==> config.mk <==
export PLATFORM = sky130hd
export DESIGN_NAME = reg_file_wr_arbiter
export DESIGN_NICKNAME = d
export VERILOG_FILES = /design/src/rtl/reg_file_pkg.sv /design/src/rtl/rr_arbiter.sv /design/src/rtl/reg_file_wr_arbiter.sv
export SDC_FILE = /design/constraint.sdc
export NUM_CORES = 1
export LEC_CHECK = 0
export ABC_CLOCK_PERIOD_IN_PS = 7300
export CORE_AREA = 2 2 74 76
export CTS_CLUSTER_DIAMETER = 100
export DETAILED_ROUTE_END_ITERATION = 16
export DIE_AREA = 0 0 76 78
export DONT_BUFFER_PORTS = 1
export HOLD_SLACK_MARGIN = 0.02
export PLACE_DENSITY = 0.76
export SYNTH_ARGS = -nofsm -noshare
export SYNTH_HDL_FRONTEND = slang
export SYNTH_SLANG_ARGS = --single-unit
==> constraint.sdc <==
create_clock -name i_clk -period 7.3 [get_ports i_clk]
set_input_delay 1.095 -clock i_clk [delete_from_list [all_inputs] [get_ports i_clk]]
set_output_delay 1.095 -clock i_clk [all_outputs]
set_load 0.01 [all_outputs]
==> src/rtl/reg_file_pkg.sv <==
`timescale 1ns/1ps
// Shared register-file constants and the write-request record.
package reg_file_pkg;

  localparam int DEF_REG_WIDTH  = 32;
  localparam int DEF_ADDR_WIDTH = 4;
  localparam int NUM_REGS       = 1 << DEF_ADDR_WIDTH;

  // One write request at the default register-file geometry.
  typedef struct packed {
    logic [DEF_ADDR_WIDTH-1:0] addr;
    logic [DEF_REG_WIDTH-1:0]  data;
  } wr_req_t;

endpackage

==> src/rtl/rr_arbiter.sv <==
`timescale 1ns/1ps
// Combinational round-robin picker: the first set request bit at or above
// ptr, wrapping upward, wins. Has no state, so a read-port arbiter can reuse it.
module rr_arbiter
  import reg_file_pkg::*;
#(
  parameter int N     = 4,
  parameter int IDX_W = $clog2(N)
) (
  input  logic [N-1:0]     req,
  input  logic [IDX_W-1:0] ptr,
  output logic [N-1:0]     grant,
  output logic [IDX_W-1:0] grant_idx,
  output logic             any_grant
);

  logic [IDX_W-1:0] idx;

  // Walk the requests from ptr upward and keep the first hit.
  always_comb begin
    grant     = '0;
    grant_idx = '0;
    any_grant = 1'b0;
    idx       = '0;
    for (int i = 0; i < N; i++) begin
      idx = IDX_W'((int'(ptr) + i) % N);
      if (!any_grant && req[idx]) begin
        grant[idx] = 1'b1;
        grant_idx  = idx;
        any_grant  = 1'b1;
      end
    end
  end

endmodule

==> src/rtl/reg_file_wr_arbiter.sv <==
`timescale 1ns/1ps
// Shares the register file's single write port among NUM_REQ writers.
// One request is granted per cycle and the winning address and data are
// registered onto the write port one cycle later.
//
// Handshake: a transfer happens in any cycle where i_req_valid[n] and
// o_req_ready[n] are both high. Ready may depend combinationally on valid;
// requesters hold valid, addr and data stable until ready is seen and never
// make valid depend on ready. At most one ready bit is high per cycle, and
// all are low while i_stall or i_rst is high.
module reg_file_wr_arbiter
  import reg_file_pkg::*;
#(
  parameter int NUM_REQ    = 4,
  parameter int REG_WIDTH  = DEF_REG_WIDTH,
  parameter int ADDR_WIDTH = DEF_ADDR_WIDTH,
  parameter int IDX_W      = $clog2(NUM_REQ)
) (
  input  logic                                i_clk,
  input  logic                                i_rst,
  input  logic                                i_stall,
  input  logic [NUM_REQ-1:0]                  i_req_valid,
  input  logic [NUM_REQ-1:0][ADDR_WIDTH-1:0]  i_req_addr,
  input  logic [NUM_REQ-1:0][REG_WIDTH-1:0]   i_req_data,
  output logic [NUM_REQ-1:0]                  o_req_ready,
  output logic [ADDR_WIDTH-1:0]               o_reg_addr_w,
  output logic [REG_WIDTH-1:0]                o_reg_val_w,
  output logic                                o_write_en,
  output logic [IDX_W-1:0]                    o_grant_id
);

  logic [IDX_W-1:0]      rr_ptr;
  logic [NUM_REQ-1:0]    eligible;
  logic [NUM_REQ-1:0]    grant;
  logic [IDX_W-1:0]      grant_idx;
  logic                  any_grant;
  logic [IDX_W-1:0]      next_ptr;
  logic [ADDR_WIDTH-1:0] sel_addr;
  logic [REG_WIDTH-1:0]  sel_data;

  // Stall and reset gate the requests before arbitration, so ready drops
  // in the same cycle and the pointer cannot advance.
  assign eligible = i_req_valid & {NUM_REQ{~(i_stall | i_rst)}};

  rr_arbiter #(
    .N     (NUM_REQ),
    .IDX_W (IDX_W)
  ) u_arb (
    .req       (eligible),
    .ptr       (rr_ptr),
    .grant     (grant),
    .grant_idx (grant_idx),
    .any_grant (any_grant)
  );

  assign o_req_ready = grant;

  // The winner's slot becomes lowest priority next time.
  assign next_ptr = (grant_idx == IDX_W'(NUM_REQ - 1)) ? '0 : grant_idx + 1'b1;

  // Data mux: pick the granted requester's address and value.
  always_comb begin
    sel_addr = i_req_addr[grant_idx];
    sel_data = i_req_data[grant_idx];
  end

  // Round-robin pointer moves only on a grant.
  always_ff @(posedge i_clk or posedge i_rst) begin
    if (i_rst) begin
      rr_ptr <= '0;
    end else if (any_grant) begin
      rr_ptr <= next_ptr;
    end
  end

  // Output stage: the register file always accepts, so it drains every
  // cycle. Address, data and id hold when idle; reset drops a pending write.
  always_ff @(posedge i_clk or posedge i_rst) begin
    if (i_rst) begin
      o_write_en   <= 1'b0;
      o_reg_addr_w <= '0;
      o_reg_val_w  <= '0;
      o_grant_id   <= '0;
    end else if (any_grant) begin
      o_write_en   <= 1'b1;
      o_reg_addr_w <= sel_addr;
      o_reg_val_w  <= sel_data;
      o_grant_id   <= grant_idx;
    end else begin
      o_write_en   <= 1'b0;
    end
  end

endmodule

==> summary.txt <==
Run status
  – Status: completed

Cells and area
  – Post-Route Utilization: 0.6273
  – Synth-to-Final Area Change: 2.931%
  – Fin cells: 377
  – Area of the multi-input gates: 0.001882 mm^2
  – Fillers: 420
  – Nets@finish: 465
  – Layout cells sized above 1: 0.08143
  – Flip-flop and latch area: 0.001026 mm^2
  – Finished Cell Area: 0.003163 mm^2
  – Antenna fix cells: 0

Pwr
  – P_sw: 0.3221 mW
  – VDD IR max: 0.1367 mV
  – Internal power: 0.4707 mW
  – P_leak: 1.478 nW
  – Reg power frac: 0.490
  – Combinational share of power: 0.311
  – Final Total Pwr: 0.7928 mW
  – Switching share of power: 0.4063
  – Pwr dens: 250.6 mW/mm^2
  – Clk network pwr share: 0.199

Floorplanning
  – Row cnt: 26
  – Die height: 78 um
  – Boundary pin count: 194
  – DIE AREA: 0.005928 mm^2
  – Core area: 0.005042 mm^2
  – Initial Utilization: 0.6094
  – Die X-Extent: 76 um

GRT
  – Total congestion overflow: 0
  – Initial antenna violation count: 0
  – First-pass GRT wire length: 13,140 um
  – Number of global-route vias before repair: 2,512
  – Tot GR Track Use: 0.2757
  – Largest net degree at the start of global routing: 55

Timing
  – RSZ-0062 raised after global routing: false
  – Slew HR: 0.4300
  – Final TNS setup: 0 ns
  – Final Hold Fails: 0
  – Worst-Margin Slew: 0.8537 ns
  – Tmin final: 4.144 ns
  – # setup viols final: 0
  – Pins Over Slew Limit: 0
  – Final period util: 0.5676
  – Achievable Freq: 0.2413 GHz
  – Final Skew: 0.006282 ns

Clock network
  – H-tree levels: 2
  – Number of buffers added for setup after CTS: 0
  – PostCTS Resize Cnt: 0
  – CTS hold repair buffers: 0
  – Num CTS Buffers: 5
  – Worst-Skew Late Latency: 0.29 ns
  – CTS tree: yes
  – Root buffer cell: clkbuf_8
  – Clock transition at path regs: 0.08 ns
  – Max clock buf depth: 2
  – CTS sink cnt: 41

Setup path
  – Critical path data arrival time: 3.05 ns
  – Crit Reg-Reg Startpoint: rr_ptr[0]
  – Reg2reg path depth: 10
  – Critical Path Source Type: flip-flop
  – CP Class: reg -> out
  – Req. time, crit path: 6.20 ns
  – Crit Path Max Fanout: 17
  – Capturing point of the worst reg2reg path: rr_ptr[1]
  – Critical path endpoint category: output port
  – R2R setup slack: 3.23 ns

Detailed routing
  – Max Used Layer: met4
  – Total Wirelength: 8429 um
  – Vias: 2,672
  – Wire length per cell: 22.36 um
  – Iteration count of the initial detailed-routing pass: 4
  – Via-to-Cell Ratio: 7.088
  – Met2 wire len: 4243 um
  – DRC Markers: 0
  – Met3 wire length: 697 um
  – Initial DRC count: 210
  – Routed Antenna Nets: 0
  – Met1 Routed Length: 3291 um

Yosys
  – Cell area after synthesis: 0.003073 mm^2
  – Synthesis Warnings: 0
  – Register area share after synthesis: 0.3339
  – Synthesized area per cell: 9.397 um^2
  – Synthesis-stage register bit count: 41
  – Distinct cells, synth: 38
  – Synth Net Count: 486
  – Syn Inst Count: 327
  – Top FF cell, synth: dfrtp_1
  – Number of synthesized flops with an enable pin: 0
  – Post-synth ARST share: 1.000

Placement
  – Placed Instances: 369
  – I/O Buffers: 0
  – Routability cong.: 0.8226
  – Hpwl dp: 5936 um
  – Placed Area: 0.003067 mm^2

Hold path
  – Hold Path End: o_grant_id[1]
  – Hold Crit Depth: 2
  – Min-delay src: o_grant_id[1]
  – Min-Delay Path Class: reg -> reg

Flow run
  – Max Cap Viol: 0
[state kept, by name, indices dropped and copies added (netlist names)]
| signal | count |
|---|---|
| o_reg_val_w | 32 |
| o_reg_addr_w | 4 |
| o_grant_id | 2 |
| rr_ptr | 2 |
| o_write_en | 1 |
[synthesized netlist by cell type (3+ instances only)]
master | instances | area [um^2]
a22oi_1 | 4 | 30.03
a31oi_1 | 36 | 225.2
and2_1 | 3 | 18.77
buf_2 | 4 | 20.02
clkbuf_1 | 24 | 90.09
dfrtp_1 | 41 | 1026
ha_1 | 8 | 100.1
inv_1 | 8 | 30.03
mux2i_1 | 37 | 370.4
nand2_1 | 45 | 168.9
o211a_1 | 36 | 360.4
o211ai_1 | 40 | 300.3
o21ai_0 | 5 | 25.02
or3b_2 | 3 | 26.28
[final cells by class]
| cell class | instances | share of cell area |
|---|---|---|
| multi-input cells | 244 | 0.5949 |
| inverters | 9 | 0.01068 |
| clock inverters | 2 | 0.004351 |
| repair buffers | 5 | 0.01187 |
| flip-flops and latches | 41 | 0.3244 |
| clock buffers | 6 | 0.02611 |
| well taps | 70 | 0.02769 |
[critical path: stages, from the launching register on]
cell,delay (ns)
dfrtp_1,0.72
inv_1,0.20
ha_1,0.43
or4b_1,0.49
o22ai_1,0.28
o21ai_0,0.27
o211ai_1,0.37
[placed cells by master, fill, tap and decap left out, drive strengths merged, types with 2 or more instances in the layout]
| cell | synthesis | final |
|---|---|---|
| a21oi | 2 | 2 |
| a22oi | 4 | 4 |
| a31oi | 36 | 36 |
| and2 | 3 | 3 |
| buf | 9 | 5 |
| clkbuf | 24 | 6 |
| clkinv | 0 | 2 |
| dfrtp | 41 | 41 |
| ha | 8 | 8 |
| inv | 9 | 9 |
| mux2i | 37 | 37 |
| mux4 | 2 | 2 |
| nand2 | 45 | 45 |
| nand2b | 2 | 2 |
| nand3b | 2 | 2 |
| nor2 | 3 | 3 |
| o211a | 36 | 36 |
| o211ai | 40 | 40 |
| o21ai | 5 | 5 |
| o22ai | 2 | 2 |
| o31ai | 2 | 2 |
| or3b | 3 | 3 |
[power by group through the flow]
stage               sequential, mW  clock [mW]  combinational, mW
finish                       0.389       0.157              0.247
global route                 0.396       0.171              0.276
CTS                          0.389       0.161              0.247
detailed placement           0.393           0              0.247
global placement             0.392           0              0.237
floorplan                    0.367           0              0.210
[stage by stage]
stage | worst slack (ns) | hold WS (ns)
after CTS | 3.145 | 0.5715
after floorplan | 3.675 | 0.5152
after global routing | 2.924 | 0.6007
final | 3.156 | 0.5673
after global placement | 3.381 | 0.5375
after detailed placement | 3.277 | 0.5479
[cells by family (layout without fill, tap and decap cells)]
| kind of cell | after synthesis | in the layout | share of synthesized area |
|---|---|---|---|
| AOI/OAI and AO/OA | 133 | 133 | 0.3404 |
| adders and majority gates | 8 | 8 | 0.03257 |
| buffers and inverters | 42 | 22 | 0.06026 |
| DFF | 41 | 41 | 0.3339 |
| muxes | 39 | 39 | 0.1352 |
| and+or+nand+nor | 64 | 64 | 0.09773 |
[worst max path at each step]
stage | start | cells after the start | end
after floorplan | rr_ptr[0] | 7 | o_req_ready[0]
after global placement | rr_ptr[0] | 10 | rr_ptr[1]
after detailed placement | rr_ptr[0] | 10 | rr_ptr[1]
after CTS | rr_ptr[0] | 6 | o_req_ready[1]
after global routing | rr_ptr[0] | 6 | o_req_ready[3]
final | rr_ptr[0] | 6 | o_req_ready[3]
[metal layers]
metal  track usage  up-vias
met5             0        -
met4        0.1018        0
met3       0.08488       16
met2        0.4616      137
met1        0.3368     1299
li1              -     1220
(Power assumes the default switching activity.)
